--- config.mk ---
export PLATFORM = sky130hd
export DESIGN_NAME = addsub_seq_ctrl_flat
export DESIGN_NICKNAME = d
export VERILOG_FILES = /design/src/rtl/addsub_seq_ctrl_if.sv /design/src/rtl/addsub_seq_ctrl.sv /design/src/flat_wrapper.sv
export SDC_FILE = /design/constraint.sdc
export NUM_CORES = 1
export LEC_CHECK = 0
export BUFFER_PORTS_ARGS = -buffer_cell sky130_fd_sc_hd__buf_4
export CORE_MARGIN = 2
export CORE_UTILIZATION = 50
export CTS_CLUSTER_DIAMETER = 50
export DETAILED_ROUTE_END_ITERATION = 7
export GPL_TIMING_DRIVEN = 0
export PLACE_DENSITY = 0.82
export SKIP_LAST_GASP = 1
export SYNTH_ARGS = -nofsm -noshare
export SYNTH_HDL_FRONTEND = slang
export SYNTH_SLANG_ARGS = --single-unit
--- constraint.sdc ---
create_clock -name clk -period 3.96 [get_ports clk]
set_input_delay 0.792 -clock clk [delete_from_list [all_inputs] [get_ports clk]]
set_output_delay 0.792 -clock clk [all_outputs]
set_load 0.05 [all_outputs]
--- src/rtl/addsub_seq_ctrl_if.sv ---
// Handshake and data bundle between the datapath sequencer and addsub_seq_ctrl.
// The slave modport is the controller side; the master modport is the sequencer side.
interface addsub_seq_ctrl_if #(
    parameter int NBYTES = 4
);
    localparam int W = 8 * NBYTES;

    logic         start_valid;
    logic         start_ready;
    logic         m;
    logic [W-1:0] a;
    logic [W-1:0] b;
    logic         res_valid;
    logic         res_ready;
    logic [W-1:0] result;
    logic         cout;
    logic         ovf;
    logic         busy;

    modport slave (
        input  start_valid, m, a, b, res_ready,
        output start_ready, res_valid, result, cout, ovf, busy
    );

    modport master (
        output start_valid, m, a, b, res_ready,
        input  start_ready, res_valid, result, cout, ovf, busy
    );
endinterface

--- src/rtl/addsub_seq_ctrl.sv ---
// addsub_seq_ctrl: runs one shared 8-bit add/sub slice across an NBYTES-wide
// operand pair, least-significant byte first, one byte per clock.
// Optional feature macro: ADDSUB_SAT_EN (saturate result on signed overflow).
module addsub_seq_ctrl #(
    parameter int NBYTES = 4
) (
    input  logic             clk,
    input  logic             rst,
    addsub_seq_ctrl_if.slave bus
);
    localparam int W  = 8 * NBYTES;
    localparam int IW = (NBYTES > 1) ? $clog2(NBYTES) : 1;
    localparam logic [IW-1:0] LAST_IDX = IW'(NBYTES - 1);

    typedef enum logic [1:0] {
        IDLE = 2'd0,
        RUN  = 2'd1,
        DONE = 2'd2
    } state_t;

    state_t          state_q, state_d;
    logic [W-1:0]    a_q, a_d;
    logic [W-1:0]    b_q, b_d;
    logic            m_q, m_d;
    logic [IW-1:0]   idx_q, idx_d;
    logic            c_q, c_d;
    logic [W-1:0]    result_q, result_d;
    logic            cout_q, cout_d;
    logic            ovf_q, ovf_d;
    logic            res_valid_q, res_valid_d;

    // Byte slice: operand bytes selected by idx, B conditionally inverted.
    logic [IW+2:0]   bit_base;
    logic [7:0]      a_byte;
    logic [7:0]      b_byte;
    logic [7:0]      beff_byte;
    logic [8:0]      s9;
    logic            beff_msb;
    logic            ovf_n;

    assign bit_base  = {idx_q, 3'b000};
    assign a_byte    = a_q[bit_base +: 8];
    assign b_byte    = b_q[bit_base +: 8];
    assign beff_byte = m_q ? ~b_byte : b_byte;
    assign s9        = {1'b0, a_byte} + {1'b0, beff_byte} + {8'd0, c_q};

    // Overflow is only meaningful on the top byte, where s9[7] is the result sign.
    assign beff_msb  = m_q ? ~b_q[W-1] : b_q[W-1];
    assign ovf_n     = (a_q[W-1] == beff_msb) && (s9[7] != a_q[W-1]);

    // State and datapath registers; reset aborts any operation in flight.
    always_ff @(posedge clk) begin
        if (rst) begin
            state_q     <= IDLE;
            a_q         <= '0;
            b_q         <= '0;
            m_q         <= 1'b0;
            idx_q       <= '0;
            c_q         <= 1'b0;
            result_q    <= '0;
            cout_q      <= 1'b0;
            ovf_q       <= 1'b0;
            res_valid_q <= 1'b0;
        end else begin
            state_q     <= state_d;
            a_q         <= a_d;
            b_q         <= b_d;
            m_q         <= m_d;
            idx_q       <= idx_d;
            c_q         <= c_d;
            result_q    <= result_d;
            cout_q      <= cout_d;
            ovf_q       <= ovf_d;
            res_valid_q <= res_valid_d;
        end
    end

    // Next-state and datapath update: capture in IDLE, one byte per RUN cycle, hold in DONE.
    always_comb begin
        state_d     = state_q;
        a_d         = a_q;
        b_d         = b_q;
        m_d         = m_q;
        idx_d       = idx_q;
        c_d         = c_q;
        result_d    = result_q;
        cout_d      = cout_q;
        ovf_d       = ovf_q;
        res_valid_d = res_valid_q;

        unique case (state_q)
            IDLE: begin
                if (bus.start_valid) begin
                    a_d     = bus.a;
                    b_d     = bus.b;
                    m_d     = bus.m;
                    idx_d   = '0;
                    // Carry-in of 1 supplies the +1 of two's-complement subtract.
                    c_d     = bus.m;
                    state_d = RUN;
                end
            end
            RUN: begin
                result_d[bit_base +: 8] = s9[7:0];
                c_d   = s9[8];
                idx_d = idx_q + 1'b1;
                if (idx_q == LAST_IDX) begin
                    cout_d      = s9[8];
                    ovf_d       = ovf_n;
                    res_valid_d = 1'b1;
                    state_d     = DONE;
`ifdef ADDSUB_SAT_EN
                    // Clamp toward the sign of A, which is the sign both operands share.
                    if (ovf_n) begin
                        result_d = a_q[W-1] ? {1'b1, {(W-1){1'b0}}}
                                            : {1'b0, {(W-1){1'b1}}};
                    end
`else
                    // Wrapped modulo-2^W result is kept as computed.
`endif
                end
            end
            DONE: begin
                if (bus.res_ready) begin
                    res_valid_d = 1'b0;
                    state_d     = IDLE;
                end
            end
            default: begin
                state_d = IDLE;
            end
        endcase
    end

    assign bus.start_ready = (state_q == IDLE);
    assign bus.busy        = (state_q == RUN) || (state_q == DONE);
    assign bus.res_valid   = res_valid_q;
    assign bus.result      = result_q;
    assign bus.cout        = cout_q;
    assign bus.ovf         = ovf_q;
endmodule

--- src/flat_wrapper.sv ---
// flat-port wrapper written by rule: the top's interface ports become plain ports
module addsub_seq_ctrl_flat 
#(
    parameter int NBYTES = 4
)
  (clk, rst, bus_start_valid, bus_m, bus_a, bus_b, bus_res_ready, bus_start_ready, bus_res_valid, bus_result, bus_cout, bus_ovf, bus_busy);
  addsub_seq_ctrl_if #(.NBYTES(NBYTES)) bus_i ();
  input  logic clk;
  input  logic rst;
  input wire logic [$bits(bus_i.start_valid)-1:0] bus_start_valid;
  input wire logic [$bits(bus_i.m)-1:0] bus_m;
  input wire logic [$bits(bus_i.a)-1:0] bus_a;
  input wire logic [$bits(bus_i.b)-1:0] bus_b;
  input wire logic [$bits(bus_i.res_ready)-1:0] bus_res_ready;
  output wire logic [$bits(bus_i.start_ready)-1:0] bus_start_ready;
  output wire logic [$bits(bus_i.res_valid)-1:0] bus_res_valid;
  output wire logic [$bits(bus_i.result)-1:0] bus_result;
  output wire logic [$bits(bus_i.cout)-1:0] bus_cout;
  output wire logic [$bits(bus_i.ovf)-1:0] bus_ovf;
  output wire logic [$bits(bus_i.busy)-1:0] bus_busy;
  assign bus_i.start_valid = bus_start_valid;
  assign bus_i.m = bus_m;
  assign bus_i.a = bus_a;
  assign bus_i.b = bus_b;
  assign bus_i.res_ready = bus_res_ready;
  assign bus_start_ready = bus_i.start_ready;
  assign bus_res_valid = bus_i.res_valid;
  assign bus_result = bus_i.result;
  assign bus_cout = bus_i.cout;
  assign bus_ovf = bus_i.ovf;
  assign bus_busy = bus_i.busy;
  addsub_seq_ctrl #(.NBYTES(NBYTES)) u_core (.clk(clk), .rst(rst), .bus(bus_i));
endmodule
# --- Yosys cells after proc, flatten, opt, wreduce, memory -nomap -nowiden ---
# Cells that the tools add are included.
word_totals:
  ff_bits: 105
  latchBits: 0
  ramBits: 0
  rom_bits: 0
  in_bits: 69
  out_inout_bits: 37
  wordCells: 52
  memories: 0
op_classes:
  n_addsub: 4
  multipliers: 0
  div_mod_pow: 0
  magnitude_cmp: 0
  n_eq_ne: 8
  n_shift: 4
  n_mux: 14
  bitwise: 2
  reduce_logical: 10
op_table:
  columns: ["op", "n"]
  rows:
  - ["$shiftx A32 B6 Y8", 2]
  - ["$bwmux W32", 1]
  - ["$shift A8 B7 Y32 const A", 1]
  - ["$shiftx A8 B7 Y32", 1]
  - ["$add A8 B8 Y9", 1]
  - ["$add A9 B1 Y9", 1]
  - ["$mux W2", 4]
  - ["$mux W8", 1]
  - ["$not A8 Y8", 1]
  - ["$neg A5 Y7", 1]
  - ["$pmux W2 S3", 1]
  - ["$reduce_and A2 Y1", 3]
  - ["$reduce_and A3 Y1", 2]
  - ["$eq A2 B2 Y1 const B", 2]
  - ["$mux W1", 4]
  - ["$ne A2 B2 Y1 const B", 2]
  - ["$pmux W1 S2", 2]
  - ["$pmux W2 S2", 1]
  - ["$reduce_bool A2 Y1", 2]
  - ["$add A2 B1 Y2 const B", 1]
  - ["$eq A2 B1 Y1 const B", 1]
  - ["$logic_not A2 Y1", 1]
  - ["$ne A2 B1 Y1 const B", 1]
  - ["$eq A1 B1 Y1", 1]
  - ["4 further kinds", 4]

# --- Longest topological paths before layout ---
logic_depth:
  depth_word: 7
  mapped_depth: 12
  ltp_nobuf: 10

# --- Worst setup path after synthesis ---
# Ideal clock, no wire load.
synth_timing:
  kind: "register -> register"
  from: "register u_core.idx_q[0]"
  to: "register u_core.c_q"
  setup_time_ns: 0.114
  arrival_ns: 2.988
  path_slack_ns: 0.859
  stages_incl_launch_ff: 12
  n_path_buf: 1
  synth_period_minus_slack_ns: 3.101
  path_cell_list: "dfxtp_1 -> buf_2 -> mux4_2 -> xnor2_1 -> fa_1 -> inv_1 -> fa_1 -> a211oi_1 -> o21ai_0 -> a31oi_1 -> o221ai_1 -> nor2b_1"
synth_via:
  elab_chain_len: 6
  elab_cells_between_ends: 7
synth_rtl:
  columns: ["element", "line", "rtl"]
  rows:
  - ["start, declared", "addsub_seq_ctrl.sv:25", "logic [IW-1:0] idx_q, idx_d;"]
  - ["start signal, assigned", "addsub_seq_ctrl.sv:69", "idx_q <= idx_d;"]
  - ["$shiftx A32 B6 Y8", "addsub_seq_ctrl.sv:43", "assign b_byte = b_q[bit_base +: 8];"]
  - ["$not A8 Y8", "addsub_seq_ctrl.sv:44", "assign beff_byte = m_q ? ~b_byte : b_byte;"]
  - ["$mux W8", "addsub_seq_ctrl.sv:44", null]
  - ["$add A8 B8 Y9 *", "addsub_seq_ctrl.sv:45", "assign s9 = {1'b0, a_byte} + {1'b0, beff_byte} + {8'd0, c_q};"]
  - ["$add A9 B1 Y9 *", "addsub_seq_ctrl.sv:45", null]
  - ["$pmux W1 S2 *", "addsub_seq_ctrl.sv:91", "unique case (state_q)"]
  - ["end signal, assigned", "addsub_seq_ctrl.sv:59", "c_q <= 1'b0;"]
  - ["end signal, assigned", "addsub_seq_ctrl.sv:70", "c_q <= c_d;"]
  - ["end, declared", "addsub_seq_ctrl.sv:26", "logic c_q, c_d;"]
# Mark *: on every way between the ends. The rest lies on a longest branch, timed or not.
# A chain may end at the register's enable or synchronous reset.

# --- Worst setup path after layout ---
# Same ends and word-level chain as after synthesis.

==> impl_metrics.py <==
metrics = {
    "status": {
        "status": "completed",
    },
    "setup_path": {
        "worst_ep_arrival_time_ps": 3980,
        "r2r-end": "u_core.c_q",
        "cp-endpoint": "u_core.c_q",
        "critPathMaxFanout": 10,
        "ff2ff_setup_slack_ps": 260,
        "worstReg2RegStart": "u_core.idx_q[0]",
        "critPathLaunch": "u_core.idx_q[0]",
        "cp_data_required_time_ps": 4240,
        "worstSetupPathType": "flop to flop",
        "crit_path_end_kind": "flop",
        "worstRegToRegCells": 11,
        "startpoint_type": "flop",
    },
    "sta": {
        "slew_headroom_pct": 51.7,
        "rsz0062_at_grt": "false",
        "drv_slew": 0,
        "layout_min_cycle_time_ps": 3700,
        "worstMarginPinSlew_ps": 723,
        "clock.fmax_ghz": 0.270,
        "finalHoldViolations": 0,
        "setup_ws_ps": 260,
        "tns_ps": 0,
        "fin_crit_sh_pct": 93.4,
        "setup-violations-final": 0,
        "finClkSkew_ps": 7.25,
    },
    "placement": {
        "place.gp.congestion": 0.839,
        "io_buffers": 104,
        "dp_slack_ps": 276,
        "dp_hpwl_mm": 9.03,
        "placed_cell_area_mm2": 0.00561,
    },
    "detailed_routing": {
        "drt_iter0_drc": 237,
        "via_count": 4332,
        "drtAntennaViolNets": 0,
        "viasPerCell": 5.64,
        "firstDrtPassIters": 5,
        "drc": 0,
        "wl_per_cell_um": 15.7,
        "drt_wl_total_mm": 12.0,
    },
    "clocking": {
        "root_buffer": "clkbuf_8",
        "htree_levels": 3,
        "insertion_delay_ps": 380,
        "cts_buffers": 9,
        "cts.sinks": 105,
        "post_cts_buffers": 0,
        "cts.clk_slew.worst_paths_ps": 100,
        "cts_max_path_buffers": 2,
        "cts_tree": "built",
    },
    "floorplan": {
        "coreArea_mm2": 0.00915,
        "die_w_um": 101,
        "num_io_pins": 106,
        "fp.dieH_um": 101,
        "rows": 35,
        "start_util_pct": 51.2,
        "die-area_mm2": 0.0102,
    },
    "synth": {
        "ys_ff_latch": 105,
        "ys_async_sr_fraction_pct": 0,
        "syn_area_mm2": 0.00469,
        "syn_inst": 537,
        "ys_types": 45,
        "synth_edf_count": 0,
        "syn_avg_cell_area_um2": 8.73,
        "yosysSeqAreaShare_pct": 44.8,
        "synth_fp_nets": 624,
        "ys_warn_count": 0,
        "ys.flop_type": "dfxtp_1",
    },
    "job": {
        "cap_viol_max_count": 0,
    },
    "cells_and_area": {
        "utilization_pct": 63.8,
        "final_area_mm2": 0.00584,
        "drive_gt1_share_pct": 23.3,
        "syn_to_final_growth_pct": 24.5,
        "nets": 739,
        "n_antenna_cell": 0,
    },
    "hold_path": {
        "min_path_cells": 2,
        "min_path_type": "flop to flop",
    },
    "power": {
        "ir_drop_mv": 0.175,
        "leakage_nw": 2.43,
        "cellPowerDensity_mw_per_mm2": 402,
        "total_power_mw": 2.34,
    },
    "global_routing": {
        "track_usage_pct": 24.3,
        "gr-usage-met1_pct": 30.5,
        "grt_max_degree": 18,
        "antenna_found_initial": 0,
        "busiest_layer": "met2",
        "grt_pass1_wl_mm": 19.2,
        "grt_pass1_vias": 4129,
        "gr-usage-met3_pct": 2.77,
        "overflow": 0,
        "globalRouteMet2Util_pct": 42.6,
    },
}
-- where the power goes --
part | leakage (nW) | switching (mW) | internal (mW)
registers | 0.857 | 0.0303 | 1.11
clock network | 0.113 | 0.377 | 0.376
logic | 1.46 | 0.274 | 0.178
total | 2.43 | 0.682 | 1.66
-- layout by cell type (no fill, tap or decap), drive strengths merged, types with 10 or more instances in the layout --
cell	n
nand2	148
buf	118
dfxtp	105
a21oi	78
nor2	39
clkbuf	30
a22oi	21
mux4	16
ha	16
inv	10
-- critical path, cell delays in order, from the launching register on --
cell and delay [ps]:
dfxtp_1 430, buf_2 380, mux4_2 580, xnor2_1 230, fa_1 250, inv_1 60
fa_1 420, a211oi_1 380, o21ai_0 200, a31oi_1 340, o221ai_1 180, nor2b_1 150
-- repair_timing --
item	CTS	global route
hold buffers	0	0
gates resized for setup	0	2
setup endpoints to repair	0	3
-- worst min path at each step --
stage               slack (ps)           start             end
floorplan                  430  u_core.a_q[16]  u_core.a_q[16]
CTS                        460  u_core.a_q[18]  u_core.a_q[18]
global route               470  u_core.b_q[16]  u_core.b_q[16]
detailed placement         450  u_core.a_q[18]  u_core.a_q[18]
global placement           440   u_core.a_q[8]   u_core.a_q[8]
finish                     460  u_core.b_q[29]  u_core.b_q[29]
-- registers in the layout (all words and copies together), names as in the netlist --
name                  flops
u_core.a_q               32
u_core.b_q               32
u_core.bus.cout           1
u_core.bus.ovf            1
u_core.bus.res_valid      1
u_core.bus.result        32
u_core.c_q                1
u_core.idx_q              2
u_core.m_q                1
u_core.state_q            2
-- per-stage QoR --
stage / std cells / hold WS [ps]
after floorplan: 537 / 433
after global placement: 752 / 439
after detailed placement: 752 / 445
after CTS: 768 / 459
after global routing: 768 / 474
final: 768 / 458
-- cells by family (layout without fill, tap and decap cells) --
family                   after synthesis  count (layout)  synth area share, %
adder cells (fa/ha/maj)               18              18                 5.13
flip-flops                           105             105                 44.8
AND/OR/NAND/NOR                      214             214                 19.5
XOR/XNOR                              11              11                 2.06
multiplexers                          16              16                 7.69
buffers and inverters                 43             163                 3.84
AO/OA/AOI/OAI                        130             130                 17.0
-- layer usage --
layer	part of all wire, %	up-vias
met5	0	-
li1	-	2076
met2	50	200
met3	7.4	22
met1	40	2034
met4	2.0	0
-- synth_stat cells, types with 5 or more instances --
cell	n	area, µm²
nor2b_1	5	31.3
xor2_1	9	78.8
o21ai_0	6	30.0
nand2_1	147	552
nor3_1	5	25.0
inv_1	9	33.8
ha_1	16	200
buf_1	7	26.3
a21oi_1	78	390
nor2_1	39	146
a32oi_1	9	78.8
mux4_2	16	360
clkbuf_1	19	71.3
dfxtp_1	105	2100
a22oi_1	21	158
buf_2	5	25.0
-- layout make-up --
cell class | instances | area (µm²)
inverters | 9 | 33.8
plain buffers | 34 | 148
flip-flops and latches | 105 | 2100
clock buffers | 10 | 138
well taps | 111 | 139
fillers | 735 | 3320
clock inverters | 6 | 90.1
repair buffers | 104 | 781
multi-input cells | 389 | 2400
Note: power is estimated with default switching activity, not from simulation.
